## config.mk

```make
export PLATFORM = sky130hd
export DESIGN_NAME = addsub_serial_sat_flat
export DESIGN_NICKNAME = d
export VERILOG_FILES = /design/src/rtl/addsub_serial_sat_pkg.sv /design/src/rtl/addsub_serial_sat_if.sv /design/src/rtl/addsub_serial_sat_cla4.sv /design/src/rtl/addsub_serial_sat.sv /design/src/flat_wrapper.sv
export SDC_FILE = /design/constraint.sdc
export NUM_CORES = 1
export LEC_CHECK = 0
export ABC_AREA = 1
export CORE_MARGIN = 5
export CORE_UTILIZATION = 50
export CTS_BUF_LIST = sky130_fd_sc_hd__clkbuf_8
export CTS_CLUSTER_SIZE = 20
export DETAILED_ROUTE_END_ITERATION = 8
export GPL_TIMING_DRIVEN = 0
export PLACE_DENSITY = 0.86
export REMOVE_ABC_BUFFERS = 1
export SLEW_MARGIN = 20
export SYNTH_ARGS = -nofsm -noshare
export SYNTH_HDL_FRONTEND = slang
export SYNTH_HIERARCHICAL = 1
export SYNTH_SLANG_ARGS = --single-unit
```

## constraint.sdc

```tcl
create_clock -name clk -period 4.4 [get_ports clk]
set_input_delay 1.1 -clock clk [delete_from_list [all_inputs] [get_ports clk]]
set_output_delay 1.1 -clock clk [all_outputs]
set_load 0.03 [all_outputs]
```

## src/rtl/addsub_serial_sat_pkg.sv

```systemverilog
`default_nettype none
// ============================================================================
// Module      : addsub_pkg
// Description : Shared types and constants for the serial saturating
//               add/subtract unit (FSM state type, default geometry,
//               saturation limits).
// Revision    : 1.0  initial release
// ============================================================================
package addsub_pkg;

    // Two-state control: idle waiting for start, or stepping through slices.
    typedef enum logic [0:0] {
        IDLE = 1'b0,
        RUN  = 1'b1
    } addsub_state_t;

    localparam int WIDTH  = 16;
    localparam int SLICE  = 4;
    localparam int NSLICE = WIDTH / SLICE;

    localparam logic [15:0] SAT_POS = 16'h7FFF;
    localparam logic [15:0] SAT_NEG = 16'h8000;

endpackage : addsub_pkg
`default_nettype wire

```

## src/rtl/addsub_serial_sat_if.sv

```systemverilog
`default_nettype none
// ============================================================================
// Module      : addsub_serial_sat_if
// Description : Request/response bundle for addsub_serial_sat.
//               master : drives start/sub/a/b, observes busy/done/result/flags
//               slave  : the arithmetic unit side
// Ports       : start, sub, a[WIDTH], b[WIDTH]        (master -> slave)
//               busy, done, result[WIDTH], ovfl, zero, neg (slave -> master)
// Revision    : 1.0  initial release
// ============================================================================
interface addsub_serial_sat_if #(
    parameter int WIDTH = 16
);
    logic             start;
    logic             sub;
    logic [WIDTH-1:0] a;
    logic [WIDTH-1:0] b;
    logic             busy;
    logic             done;
    logic [WIDTH-1:0] result;
    logic             ovfl;
    logic             zero;
    logic             neg;

    modport master (
        output start, sub, a, b,
        input  busy, done, result, ovfl, zero, neg
    );

    modport slave (
        input  start, sub, a, b,
        output busy, done, result, ovfl, zero, neg
    );

endinterface : addsub_serial_sat_if
`default_nettype wire

```

## src/rtl/addsub_serial_sat_cla4.sv

```systemverilog
`default_nettype none
// ============================================================================
// Module      : nibble_cla4
// Description : Combinational 4-bit carry-lookahead adder slice.
// Ports       : a[3:0], b[3:0], cin  -> sum[3:0], cout,
//               p (group propagate), g (group generate)
// Revision    : 1.0  initial release
// ============================================================================
module nibble_cla4 (
    input  wire logic [3:0] a,
    input  wire logic [3:0] b,
    input  wire logic       cin,
    output logic      [3:0] sum,
    output logic            cout,
    output logic            p,
    output logic            g
);
    logic [3:0] w_p;
    logic [3:0] w_g;
    logic [4:0] w_c;

    assign w_p = a ^ b;
    assign w_g = a & b;

    // Every carry is expanded directly from cin so no ripple chain forms.
    assign w_c[0] = cin;
    assign w_c[1] = w_g[0] | (w_p[0] & cin);
    assign w_c[2] = w_g[1] | (w_p[1] & w_g[0]) | (w_p[1] & w_p[0] & cin);
    assign w_c[3] = w_g[2] | (w_p[2] & w_g[1]) | (w_p[2] & w_p[1] & w_g[0])
                  | (w_p[2] & w_p[1] & w_p[0] & cin);

    assign g = w_g[3] | (w_p[3] & w_g[2]) | (w_p[3] & w_p[2] & w_g[1])
             | (w_p[3] & w_p[2] & w_p[1] & w_g[0]);
    assign p = &w_p;

    assign w_c[4] = g | (p & cin);

    assign sum  = w_p ^ w_c[3:0];
    assign cout = w_c[4];

endmodule : nibble_cla4
`default_nettype wire

```

## src/rtl/addsub_serial_sat.sv

```systemverilog
`default_nettype none
// ============================================================================
// Module      : addsub_serial_sat
// Description : Multi-cycle saturating add/subtract. One SLICE-bit slice of
//               A + B' (B' = B or ~B with carry-in 1) is computed per clock
//               through a single nibble_cla4; after the last slice the
//               result is optionally clamped and N/Z/V flags are registered.
// Ports       : clk        rising-edge clock
//               rst        asynchronous active-high reset
//               bus.slave  start/sub/a/b in; busy/done/result/ovfl/zero/neg out
// Parameters  : WIDTH (multiple of SLICE, at least 2 slices), SLICE (must be 4,
//               the width of the CLA slice), SATURATE (1 clamp, 0 wrap)
// Revision    : 1.0  initial release
// ============================================================================
module addsub_serial_sat
    import addsub_pkg::*;
#(
    parameter int WIDTH    = addsub_pkg::WIDTH,
    parameter int SLICE    = addsub_pkg::SLICE,
    parameter int SATURATE = 1
) (
    input  wire logic         clk,
    input  wire logic         rst,
    addsub_serial_sat_if.slave bus
);
    localparam int c_NSLICE = WIDTH / SLICE;
    localparam int c_CNT_W  = (c_NSLICE > 1) ? $clog2(c_NSLICE) : 1;
    localparam logic [c_CNT_W-1:0] c_LAST = c_CNT_W'(c_NSLICE - 1);
    localparam logic [WIDTH-1:0] c_SAT_POS = {1'b0, {(WIDTH-1){1'b1}}};
    localparam logic [WIDTH-1:0] c_SAT_NEG = {1'b1, {(WIDTH-1){1'b0}}};

    addsub_state_t      r_state;
    logic [c_CNT_W-1:0] r_cnt;
    logic [WIDTH-1:0]   r_a;        // operand A, shifted right one slice per step
    logic [WIDTH-1:0]   r_b;        // operand B' (already inverted for subtract)
    logic [WIDTH-1:0]   r_part;     // partial sum, filled from the top
    logic               r_a_msb;    // sign of A, kept because r_a shifts away
    logic               r_b_msb;    // sign of B'
    logic               r_carry;
    logic               r_busy;
    logic               r_done;
    logic [WIDTH-1:0]   r_result;
    logic               r_ovfl;
    logic               r_zero;
    logic               r_neg;

    logic [SLICE-1:0]   w_sum_sl;
    logic               w_cout;
    logic               w_grp_p;
    logic               w_grp_g;
    logic [WIDTH-1:0]   w_sum_full;
    logic               w_ovfl;
    logic [WIDTH-1:0]   w_final;
    logic               w_unused_pg;

    // The single shared slice always sees the low slice of the shifting
    // operand registers, so no wide slice-select mux is needed.
    nibble_cla4 u_cla (
        .a    (r_a[SLICE-1:0]),
        .b    (r_b[SLICE-1:0]),
        .cin  (r_carry),
        .sum  (w_sum_sl),
        .cout (w_cout),
        .p    (w_grp_p),
        .g    (w_grp_g)
    );

    // Group propagate/generate are only needed when slices are chained
    // by lookahead; here the carry is registered between slices instead.
    assign w_unused_pg = w_grp_p ^ w_grp_g;

    // On the final slice the earlier slices sit in r_part[WIDTH-1:SLICE];
    // prepending the current slice yields the full raw sum.
    assign w_sum_full = {w_sum_sl, r_part[WIDTH-1:SLICE]};
    assign w_ovfl     = (r_a_msb == r_b_msb) && (w_sum_full[WIDTH-1] != r_a_msb);
    assign w_final    = ((SATURATE != 0) && w_ovfl)
                      ? (r_a_msb ? c_SAT_NEG : c_SAT_POS)
                      : w_sum_full;

    always_ff @(posedge clk or posedge rst) begin
        if (rst) begin
            r_state  <= IDLE;
            r_cnt    <= '0;
            r_a      <= '0;
            r_b      <= '0;
            r_part   <= '0;
            r_a_msb  <= 1'b0;
            r_b_msb  <= 1'b0;
            r_carry  <= 1'b0;
            r_busy   <= 1'b0;
            r_done   <= 1'b0;
            r_result <= '0;
            r_ovfl   <= 1'b0;
            r_zero   <= 1'b0;
            r_neg    <= 1'b0;
        end else begin
            r_done <= 1'b0;
            case (r_state)
                IDLE: begin
                    if (bus.start) begin
                        r_a     <= bus.a;
                        r_b     <= bus.b ^ {WIDTH{bus.sub}};
                        r_a_msb <= bus.a[WIDTH-1];
                        r_b_msb <= bus.b[WIDTH-1] ^ bus.sub;
                        r_carry <= bus.sub;   // +1 completes the two's complement
                        r_cnt   <= '0;
                        r_busy  <= 1'b1;
                        r_state <= RUN;
                    end
                end
                RUN: begin
                    r_a     <= r_a >> SLICE;
                    r_b     <= r_b >> SLICE;
                    r_part  <= w_sum_full;
                    r_carry <= w_cout;
                    r_cnt   <= r_cnt + c_CNT_W'(1);
                    if (r_cnt == c_LAST) begin
                        r_result <= w_final;
                        r_ovfl   <= w_ovfl;
                        r_zero   <= (w_final == '0);
                        r_neg    <= w_final[WIDTH-1];
                        r_done   <= 1'b1;
                        r_busy   <= 1'b0;
                        r_state  <= IDLE;
                    end
                end
                default: begin
                    r_busy  <= 1'b0;
                    r_state <= IDLE;
                end
            endcase
        end
    end

    assign bus.busy   = r_busy;
    assign bus.done   = r_done;
    assign bus.result = r_result;
    assign bus.ovfl   = r_ovfl;
    assign bus.zero   = r_zero;
    assign bus.neg    = r_neg;

endmodule : addsub_serial_sat
`default_nettype wire

```

## src/flat_wrapper.sv

```systemverilog
// flat-port wrapper written by rule: the top's interface ports become plain ports
module addsub_serial_sat_flat import addsub_pkg::*;
#(
    parameter int WIDTH    = addsub_pkg::WIDTH,
    parameter int SLICE    = addsub_pkg::SLICE,
    parameter int SATURATE = 1
)
  (clk, rst, bus_start, bus_sub, bus_a, bus_b, bus_busy, bus_done, bus_result, bus_ovfl, bus_zero, bus_neg);
  addsub_serial_sat_if #(.WIDTH(WIDTH)) bus_i ();
  input  wire logic clk;
  input  wire logic rst;
  input wire logic [$bits(bus_i.start)-1:0] bus_start;
  input wire logic [$bits(bus_i.sub)-1:0] bus_sub;
  input wire logic [$bits(bus_i.a)-1:0] bus_a;
  input wire logic [$bits(bus_i.b)-1:0] bus_b;
  output wire logic [$bits(bus_i.busy)-1:0] bus_busy;
  output wire logic [$bits(bus_i.done)-1:0] bus_done;
  output wire logic [$bits(bus_i.result)-1:0] bus_result;
  output wire logic [$bits(bus_i.ovfl)-1:0] bus_ovfl;
  output wire logic [$bits(bus_i.zero)-1:0] bus_zero;
  output wire logic [$bits(bus_i.neg)-1:0] bus_neg;
  assign bus_i.start = bus_start;
  assign bus_i.sub = bus_sub;
  assign bus_i.a = bus_a;
  assign bus_i.b = bus_b;
  assign bus_busy = bus_i.busy;
  assign bus_done = bus_i.done;
  assign bus_result = bus_i.result;
  assign bus_ovfl = bus_i.ovfl;
  assign bus_zero = bus_i.zero;
  assign bus_neg = bus_i.neg;
  addsub_serial_sat #(.WIDTH(WIDTH), .SLICE(SLICE), .SATURATE(SATURATE)) u_core (.clk(clk), .rst(rst), .bus(bus_i));
endmodule
```

**Word level (Yosys, flattened, before mapping)**

Cells that the tools add are included.
Widths: inputs -> output; s select.

- Register bits: 75
- Bits in latches: 0
- Memory bits (writable): 0
- ROM bits: 0
- Input bits: 36
- Output and inout port bits: 21
- Word-level logic and storage cells: 75
- Memories: 0

- Add/sub/neg operators: 1
- Multiply operators: 0
- Divide/modulo/power cells: 0
- Order comparisons: 0
- Eq/ne operators: 5
- Shift-type cells: 0
- Multiplexer cells: 18
- Bitwise logic cells: 31
- Reduce and logical (&&, ||, !) cells: 6

Operators by type and width:

| cell | count |
|---|---|
| $mux 16 | 4 |
| $pmux 16 s2 | 2 |
| $logic_not 16->1 | 1 |
| $xor 16x16->16 | 1 |
| $and 1x1->1 | 15 |
| $or 1x1->1 | 10 |
| $xor 4x4->4 | 2 |
| $mux 1 | 7 |
| $pmux 1 s2 | 3 |
| $reduce_and 2->1 | 3 |
| $and 4x4->4 | 1 |
| $ne 2x2->1 const B | 2 |
| $pmux 2 s2 | 1 |
| $reduce_and 4->1 | 1 |
| $add 2x1->2 const B | 1 |
| $eq 2x2->1 const B | 1 |
| $mux 2 | 1 |
| $eq 1x1->1 | 1 |
| $logic_and 1x1->1 | 1 |
| $ne 1x1->1 | 1 |
| $not 1->1 | 1 |
| $xor 1x1->1 | 1 |

**Logic depth before layout (Yosys ltp)**

Gate-level depths: netlist of the first run.

- Depth in word-level cells: 10
- Depth in mapped cells: 17
- Gate-level depth less buffers: 16

**By module**

Netlist of the first run, hierarchy kept.

By module, submodules not included:

| module | times used | cells each | area each (um^2) | seq. area each (um^2) |
|---|---|---|---|---|
| addsub_serial_sat | 1 | 329 | 3037.9 | 1751.7 |
| nibble_cla4 | 1 | 37 | 212.7 | 0.0 |

**Worst setup path before layout of the first run**

Ideal clock, no wire load.

- Kind: register -> register
- Start point: register u_core.r_a[2]
- End point: register u_core.r_zero, in the netlist u_core/bus.zero
- Arrival: 1.860 ns
- Data required time: 4.335 ns
- Slack: 2.475 ns
- Stages on the path, launching flop included: 17
- Buffers on the path: 1
- Period minus slack after synthesis: 1.925 ns
- Cells stage by stage: dfrtp_1 -> ha_1 -> or2_0 -> nand2_1 -> nand2_1 -> nand2_1 -> nand2_1 -> inv_2 -> nand3_2 -> buf_6 -> nand2_1 -> nand2_1 -> inv_2 -> nand3_1 -> nor2_1 -> nand2_1 -> nand2_1

- Cells in the longest elaborated chain, start to end: 10
- Elaborated cells on any way between the ends: 15
- Classes of those cells: 1 x eq/ne; 1 x mux; 11 x bitwise; 2 x reduce/logical

RTL lines:

| what | line | RTL |
|---|---|---|
| start: declaration | addsub_serial_sat.sv:34 | `logic [WIDTH-1:0] r_a;` |
| start signal: assignment | addsub_serial_sat.sv:101 | `r_a <= bus.a;` |
| start signal: assignment | addsub_serial_sat.sv:112 | `r_a <= r_a >> SLICE;` |
| $xor 4x4->4 | addsub_serial_sat_cla4.sv:22 | `assign w_p = a ^ b;` |
| $and 1x1->1 (on tied branches) | addsub_serial_sat_cla4.sv:29, addsub_serial_sat_cla4.sv:30 |  |
| $or 1x1->1 (tied with other cells) | addsub_serial_sat_cla4.sv:29 | `assign w_c[3] = w_g[2] \| (w_p[2] & w_g[1]) \| (w_p[2] & w_p[1] & w_g[0])` |
| $or 1x1->1 / $and 1x1->1 (equally long branches) | addsub_serial_sat_cla4.sv:29, addsub_serial_sat_cla4.sv:30 |  |
| $or 1x1->1 (*) | addsub_serial_sat_cla4.sv:30 | `\| (w_p[2] & w_p[1] & w_p[0] & cin);` |
| $xor 4x4->4 (*) | addsub_serial_sat_cla4.sv:38 | `assign sum = w_p ^ w_c[3:0];` |
| named net u_core.w_sum_sl[3] | addsub_serial_sat.sv:47 | `logic [SLICE-1:0] w_sum_sl;` |
| $ne 1x1->1 | addsub_serial_sat.sv:75 | `assign w_ovfl = (r_a_msb == r_b_msb) && (w_sum_full[WIDTH-1] != r_a_msb);` |
| $logic_and 1x1->1 | addsub_serial_sat.sv:75 |  |
| $mux 16 (*) | addsub_serial_sat.sv:77 | `? (r_a_msb ? c_SAT_NEG : c_SAT_POS)` |
| $logic_not 16->1 (*) | addsub_serial_sat.sv:120 | `r_zero <= (w_final == '0);` |
| end signal: assignment | addsub_serial_sat.sv:120 |  |
| end: declaration | addsub_serial_sat.sv:44 | `logic r_zero;` |

The timed path passes the listed nets; every way through them passes the cells marked *.
A chain may end at the register's enable or synchronous reset.

**Worst setup path in the final report of the first run**

- Start point: register u_core.r_result[15], in the netlist u_core/bus.result[15]
- End point: output bus_result[15]

RTL lines:

| what | line | RTL |
|---|---|---|
| start: declaration | addsub_serial_sat.sv:42 | `logic [WIDTH-1:0] r_result;` |
| start signal: assignment | addsub_serial_sat.sv:118 | `r_result <= w_final;` |
| end: declaration | flat_wrapper.sv:18 | `output wire logic [$bits(bus_i.result)-1:0] bus_result;` |

No word-level cell between the ends.

==> reports/qor.yml, run 1 <==
yosys_warnings: 6
wire_per_inst_um: 13.6
setup_tns_ns: 0
die_h_um: 90.6
hpwl_um: 4720
first_iter_violations: 131
period_share: 0.567
cts_root_buf: "clkbuf_8"
cts_resized: 0
grt.total_usage: 0.171
synth.avg_cell_area_um2: 8.90
initial_core_util: 0.511
crit_arrival_ns: 1.39
setup_viol: 0
fin_nets: 456
final_hold_viol_count: 0
port_buffers: 56
cts_buffer_depth: 2
numCtsBuffers: 9
powerDensity_nw_per_um2: 725
post_cts_buffers: 0
cp_max_fo: 3
postCtsHoldBufs: 0
ant_nets: 0
irDropWorstVdd_mv: 0.446
hold_path_class: "reg -> reg"
via_count: 2612
cap_violations: 0
cts_tree: "done"
total_leakage_power_nw: 1.85
grt_pass1_wl_um: 11500
grt_pass1_vias: 2609
final_cell_mix: "nand2_1 (100), dfrtp_1 (69), clkdlybuf4s50_1 (56)"
end_kind: "primary output"
path_clk_slew_ns: 0.08
fin_cells: 496
crit_required_ns: 3.30
io_pins: 57
layout-drive-gt1-share: 0.0788
htree_levels: 3
post-place-cells: 480
fp-row-count: 29
clock_skew_ns: 0.00640
fillerInstances: 519
drv_slew: 0
outcome: "completed"
finalWirelength_um: 6740
met3_usage: 0.0358
first_pass_iters: 4
worstMarginPinSlew_ns: 0.927
grt-busiest-layer: "met2"
grt_remaining_overflow: 0
grt_use_met2: 0.286
diodes: 0
insertion_delay_ns: 0.35
syn_inst: 365
worstPathCellList: "clkdlybuf4s50_1"
crit_buf_inv: 1
die_w_um: 90.6
r2r_start: "u_core/r_state$_DFF_PP0_"
grt_max_degree: 44
cp-startpoint: "u_core/bus.result[15]$_DFFE_PP0P_"
final_common_cell: "nand2_1"
antenna_found_initial: 0
viasPerCell: 5.27
place_congestion: 0.777
max_stage_delay_ns: 0.68
syn2layout_area_growth_pct: 24.2
rsz0062_at_grt: "no"
netlist_area_um2: 3250
dieArea_um2: 8210
fp.coreArea_um2: 6350
critPathTopFamily: "buffers and inverters"
fin_util: 0.635
worstSetupStartpointType: "flip-flop"
cts_sinks: 70
worst_path_max_delay_cell: "clkdlybuf4s50_1"
relSlewSlack: 0.380
use_met1: 0.213
drc: 0
finalCriticalPeriod_ns: 2.49
hp-start: "u_core/bus.zero$_DFFE_PP0P_"
power.total_mw: 2.92
path_class: "reg -> out"
clock.fmax_mhz: 401
[report_power, final]
part	total (mW)	internal, mW	switching, mW
Sequential	1.10	0.907	0.194
Clock	0.519	0.275	0.244
Combinational	1.30	0.513	0.789
Total	2.92	1.69	1.23
[area by class of cell]
class	instances	area, µm²	share of cell area
clock buffers	10	138	0.0341
clock inverters	6	61.3	0.0152
inverters	32	123	0.0304
multi-input cells	243	1270	0.314
flip-flops and latches	70	1750	0.435
well taps	77	96.3	0.0239
repair buffers	58	596	0.148
[registers in the layout, summed over array words and instances, names as in the netlist, 2 cells and up]
| register | flops |
|---|---|
| u_core/bus.result | 16 |
| u_core/r_a | 16 |
| u_core/r_b | 16 |
| u_core/r_cnt | 2 |
| u_core/r_part | 12 |
[metal layers]
metal  wire [µm]  vias to the layer above
met2        3360                       74
met5           0                        -
met1        2880                     1242
met3         455                        6
met4          43                        0
li1            -                     1290
[stage by stage]
step | area (µm²) | hold WS, ns | setup slack, ns
final | 4030 | 0.481 | 1.91
after global placement | 3790 | 0.465 | 0.452
after CTS | 4030 | 0.488 | 1.63
after detailed placement | 3830 | 0.469 | 1.65
after global routing | 4030 | 0.513 | 1.81
after floorplan | 3140 | 0.449 | 1.53
[final timing paths]
check	slack, ns	depth (start not counted)	end
max	1.91	1	bus_result[15]
min	0.48	2	u_core/bus.zero$_DFFE_PP0P_
max reg2reg	2.07	5	u_core/r_a[4]$_DFFE_PP0P_
min reg2reg	0.48	2	u_core/bus.zero$_DFFE_PP0P_
max in group asynchronous	2.77	3	u_core/r_state$_DFF_PP0_
min in group asynchronous	1.09	2	u_core/r_carry$_DFFE_PP0P_
Power figures use the tool's default switching activity.
==> inputs of run 2 (changes only) <==
clock period = 2.3 ns   (was 4.4 ns; I/O delays follow)
==> run 2 against run 1 <==
  * Clock skew about the same
  * Register-to-register slack worse by 1.8 ns
  * Global-route usage stayed put
  * Worst hold slack better by 0.0014 ns
  * Worst setup slack got worse by 1.7 ns
  * Sequential share of layout area shrank 0.29 points
  * Count of clock-buffer cells in the layout stayed put
  * Via count rose by 0.69%
==> reports/qor.yml, run 2 (synthesis gave the netlist of run 1 again) <==
place_congestion: 0.777  # unchanged
numCtsBuffers: 9  # unchanged
worstMarginPinSlew_ns: 0.926  # was 0.927 ns
setup_tns_ns: 0  # unchanged
crit_required_ns: 2.52  # was 3.30 ns
layout-drive-gt1-share: 0.0883  # was 0.0788
fin_nets: 456  # unchanged
initial_core_util: 0.511  # unchanged
grt_pass1_vias: 2609  # unchanged
fp.coreArea_um2: 6350  # unchanged
final_cell_mix: "nand2_1 (97), dfrtp_1 (69), clkdlybuf4s50_1 (56)"  # was nand2_1 (100), dfrtp_1 (69), clkdlybuf4s50_1 (56)
die_h_um: 90.6  # unchanged
total_leakage_power_nw: 1.85  # about the same
postCtsHoldBufs: 0  # unchanged
antenna_found_initial: 0  # unchanged
drc: 0  # unchanged
first_iter_violations: 119  # was 131
ant_nets: 0  # unchanged
end_kind: "flip-flop"  # was primary output
fin_hold_ws_ns: 0.482  # was 0.481 ns
rsz0062_at_grt: "no"  # unchanged
drv_slew: 0  # unchanged
outcome: "completed"  # unchanged
viasPerCell: 5.30  # was 5.27
post-place-cells: 480  # unchanged
cap_violations: 0  # unchanged
via_count: 2630  # was 2,612
relSlewSlack: 0.381  # was 0.380
die_w_um: 90.6  # unchanged
insertion_delay_ns: 0.35  # about the same
period_share: 0.898
cp_max_fo: 34  # was 3
cts_tree: "done"  # unchanged
path_clk_slew_ns: 0.07  # was 0.08 ns
syn2layout_area_growth_pct: 25.0  # was 24.2%
power.total_mw: 5.65  # was 2.92 mW
worstSetupStartpointType: "flip-flop"  # unchanged
setup_viol: 0  # unchanged
fp-row-count: 29  # unchanged
wire_per_inst_um: 13.6  # about the same
clock_skew_ns: 0.00611  # was 0.00640 ns
dieArea_um2: 8210  # unchanged
htree_levels: 3  # unchanged
first_pass_iters: 4  # unchanged
cts_sinks: 70  # unchanged
path_class: "reg -> reg"  # was reg -> out
powerDensity_nw_per_um2: 1390  # was 725 nW/µm²
fin_cells: 496  # unchanged
clock.fmax_mhz: 484
cts_buffer_depth: 2  # unchanged
grt.total_usage: 0.171  # unchanged
irDropWorstVdd_mv: 0.851  # was 0.446 mV
hpwl_um: 4720  # unchanged
final_common_cell: "nand2_1"  # unchanged
multi_input_area_um2: 1290  # was 1270 µm²
grt_pass1_wl_um: 11500  # unchanged
crit_arrival_ns: 2.28  # was 1.39 ns
grt_max_degree: 44  # unchanged
hold_path_class: "reg -> reg"  # unchanged
finalWirelength_um: 6750  # was 6740 µm
io_pins: 57  # unchanged
finalCriticalPeriod_ns: 2.06
final_hold_viol_count: 0  # unchanged
ff_latch_area_um2: 1750  # unchanged
port_buffers: 56  # unchanged
fin_util: 0.639  # was 0.635
cts_root_buf: "clkbuf_8"  # unchanged
grt_remaining_overflow: 0  # unchanged
diodes: 0  # unchanged
fillerInstances: 513  # was 519
[run 2: worst max-delay path: stages, from the launching register on]
cell and delay, ns:
dfrtp_2 0.76, inv_2 0.33, nand2_2 0.39, inv_2 0.22, nand2_1 0.13, o211ai_1 0.09
[run 2: worst paths after layout]
check | start | end | slack [ns] | cells after the start
max reg2reg | u_core/r_state$_DFF_PP0_ | u_core/r_a[4]$_DFFE_PP0P_ | 0.24 | 5
max in group asynchronous | rst | u_core/r_state$_DFF_PP0_ | 1.19 | 3
max | u_core/r_state$_DFF_PP0_ | u_core/r_a[4]$_DFFE_PP0P_ | 0.24 | 5
min reg2reg | u_core/bus.zero$_DFFE_PP0P_ | u_core/bus.zero$_DFFE_PP0P_ | 0.48 | 2
min in group asynchronous | rst | u_core/r_carry$_DFFE_PP0P_ | 0.56 | 2
min | u_core/bus.zero$_DFFE_PP0P_ | u_core/bus.zero$_DFFE_PP0P_ | 0.48 | 2
[run 2: per-layer routing]
layer | track usage | routed length, µm
met1 | 0.213 | 2840
met3 | 0.0358 | 435
met2 | 0.286 | 3370
met5 | 0 | 0
met4 | 0.0744 | 108
[run 2: cell type report]
type | count | area share
Clock buffer | 10 | 0.0339
Timing Repair Buffer | 58 | 0.147
Multi-Input combinational cell | 243 | 0.319
Tap cell | 77 | 0.0237
Inverter | 32 | 0.0302
Sequential cell | 70 | 0.432
Clock inverter | 6 | 0.0151
[run 2: repair_timing]
action	in CTS	in global routing
setup buffers	0	0
setup endpoints to repair	48	14
gates resized for setup	2	4
[run 2: where the power goes]
part / internal (mW) / leakage (nW) / switching, mW
clock: 0.526 / 0.102 / 0.464
combinational: 1.01 / 0.854 / 1.52
sequential: 1.74 / 0.891 / 0.388
total: 3.27 / 1.85 / 2.37
[run 2: through the flow]
step	area (µm²)	setup WS [ns]
finish	4060	0.235
CTS	4040	0.0772
global placement	3790	-1.12
detailed placement	3830	-0.454
floorplan	3140	-0.0432
global route	4060	0.0116
==> inputs of run 3 (changes only) <==
DONT_BUFFER_PORTS = 1   (was not set)
PLACE_DENSITY = 0.75   (was 0.86)
SETUP_SLACK_MARGIN = 0.2   (was not set)
==> run 3 against run 2 <==
  * Total power shrank 5.5%
  * Core utilization fell by 8.0 points
  * Sequential power up 19%
  * Count of clock-buffer cells in the layout unchanged
  * Worst hold slack lost 0.43 ns
  * Sequential share of layout area rose by 6.3 points
  * Die area unchanged
  * Global-route usage fell by 0.68 points
  * Via count down 9.2%
  * Worst setup slack improved by 0.066 ns
  * Clock power is 2% lower
  * Critical path type unchanged
==> reports/qor.yml, run 3 (synthesis gave the netlist of run 1 again) <==
path_class: "reg -> reg"  # unchanged
design_area_um2: 3550  # was 4060 µm²
grt_max_degree: 50  # was 44
grt_pass1_wl_um: 11100  # was 11,500 µm
via_count: 2389  # was 2,630
hold_path_class: "in -> async"  # was reg -> reg
die_w_um: 90.6  # unchanged
irDropWorstVdd_mv: 0.819  # was 0.851 mV
worstMarginPinSlew_ns: 0.565  # was 0.926 ns
finalWirelength_um: 6530  # was 6750 µm
crit_required_ns: 2.50  # was 2.52 ns
wire_per_inst_um: 14.8  # was 13.6 µm
dieArea_um2: 8210  # unchanged
first_pass_iters: 4  # unchanged
numCtsBuffers: 9  # unchanged
finalCriticalPeriod_ns: 2.00  # was 2.06 ns
relSlewSlack: 0.623  # was 0.381
powerDensity_nw_per_um2: 1500  # was 1390 nW/µm²
layout-drive-gt1-share: 0.110  # was 0.0883
rsz0062_at_grt: "yes"  # was no
met3WireLength_um: 447  # was 435 µm
final_hold_viol_count: 0  # unchanged
period_share: 0.869  # was 0.898
cpMostUsedCell: "nand2_1"  # was inv_2
hpwl_um: 4380  # was 4720 µm
highest_layer: "met4"  # unchanged
fin_hold_ws_ns: 0.0536  # was 0.482 ns
total_leakage_power_nw: 1.64  # was 1.85 nW
insertion_delay_ns: 0.34  # was 0.35 ns
grt_pass1_vias: 2353  # was 2,609
worst_slack_ns: 0.301  # was 0.235 ns
power.total_mw: 5.33  # was 5.65 mW
clock.fmax_mhz: 500  # was 484 MHz
postCtsHoldBufs: 0  # unchanged
first_iter_violations: 126  # was 119
clock_skew_ns: 0.00779  # was 0.00611 ns
worst_path_max_delay_cell: "a21oi_2"  # was dfrtp_2
syn2layout_area_growth_pct: 9.33  # was 25.0%
crit_arrival_ns: 2.20  # was 2.28 ns
grt_remaining_overflow: 0  # unchanged
io_pins: 57  # unchanged
worstSetupStartpointType: "flip-flop"  # unchanged
fillerInstances: 546  # was 513
ant_nets: 0  # unchanged
cp_max_fo: 12  # was 34
path_clk_slew_ns: 0.07  # about the same
outcome: "completed"  # unchanged
fp-row-count: 29  # unchanged
r2r_slack_ns: 0.30  # was 0.24 ns
cts_buffer_depth: 2  # unchanged
fin_util: 0.559  # was 0.639
final_cell_mix: "nand2_1 (97), dfrtp_1 (69), o21ai_0 (26)"  # was nand2_1 (97), dfrtp_1 (69), clkdlybuf4s50_1 (56)
fp.coreArea_um2: 6350  # unchanged
end_kind: "flip-flop"  # unchanged
cts_sinks: 70  # unchanged
antenna_found_initial: 0  # unchanged
max_stage_delay_ns: 0.47  # was 0.76 ns
post-place-cells: 424  # was 480
cts_root_buf: "clkbuf_8"  # unchanged
viasPerCell: 5.40  # was 5.30
wl_met1_um: 2960  # was 2840 µm
fin_nets: 402  # was 456
setup_viol: 0  # unchanged
drc: 0  # unchanged
cts_tree: "done"  # unchanged
drv_slew: 0  # unchanged
cap_violations: 0  # unchanged
htree_levels: 3  # unchanged
placed_cell_area_um2: 3280  # was 3830 µm²
initial_core_util: 0.511  # unchanged
final_common_cell: "nand2_1"  # unchanged
worstPathCellList: "ha_4 -> or2_0 -> nand2_1 -> nand2_1 -> nand2_1 -> nand2_4 -> a21oi_2 -> a21oi_1"  # was inv_2 -> nand2_2 -> inv_2 -> nand2_1 -> o211ai_1
place_congestion: 0.790  # was 0.777
port_buffers: 0  # was 56
route.met2.wl_um: 3040  # was 3370 µm
pre_cts_slack_ns: -0.531  # was -0.454 ns
diodes: 0  # unchanged
grt.total_usage: 0.164  # was 0.171
setup_tns_ns: 0  # unchanged
fin_cells: 442  # was 496
die_h_um: 90.6  # unchanged
-- run 3: cell count changes in the layout (fill, tap and decap cells not counted), sizes merged --
cell           delta
clkdlybuf4s50    -56
buf               +1
clkinv            +1
inv               -1
nand3             +1
-- run 3: path summary, 6_finish.rpt --
path | depth (start not counted) | from | to
max | 8 | u_core/r_a[2]$_DFFE_PP0P_ | u_core/bus.result[13]$_DFFE_PP0P_
min | 1 | rst | u_core/r_a[12]$_DFFE_PP0P_
max reg2reg | 8 | u_core/r_a[2]$_DFFE_PP0P_ | u_core/bus.result[13]$_DFFE_PP0P_
min reg2reg | 2 | u_core/r_b[13]$_DFFE_PP0P_ | u_core/r_b[13]$_DFFE_PP0P_
max in group asynchronous | 2 | rst | u_core/r_state$_DFF_PP0_
min in group clk | 2 | bus_a[13] | u_core/r_a[13]$_DFFE_PP0P_
-- run 3: where the power goes --
part	switching (mW)	internal, mW
Sequential	0.795	1.73
Clock	0.449	0.526
Combinational	1.10	0.724
Total	2.35	2.98
-- run 3: routing by layer --
metal	up-vias	track usage
met5	-	0
met4	0	0.0434
met3	8	0.0650
met2	66	0.255
met1	1132	0.214
li1	1183	-
-- run 3: what timing repair did --
action / in CTS / in global routing
cloned: 0 / 1
endpoints found under the setup margin: 49 / 31
gates resized for setup: 5 / 7
buffers inserted: 0 / 1
-- run 3: layout make-up --
| class | count | area, µm² | share of cell area |
|---|---|---|---|
| repair buffers | 3 | 46.3 | 0.0130 |
| inverters | 32 | 126 | 0.0356 |
| multi-input cells | 244 | 1330 | 0.374 |
| clock buffers | 10 | 138 | 0.0388 |
| clock inverters | 6 | 61.3 | 0.0173 |
| well taps | 77 | 96.3 | 0.0271 |
| flip-flops and latches | 70 | 1760 | 0.495 |
-- run 3: worst max-delay path: cells and delay by family (launching register included) --
family	cells	cell delay, ns
adder cells (fa/ha/maj)	1	0.27
flip-flops	1	0.42
AO/OA/AOI/OAI	2	0.62
AND/OR/NAND/NOR	5	0.55
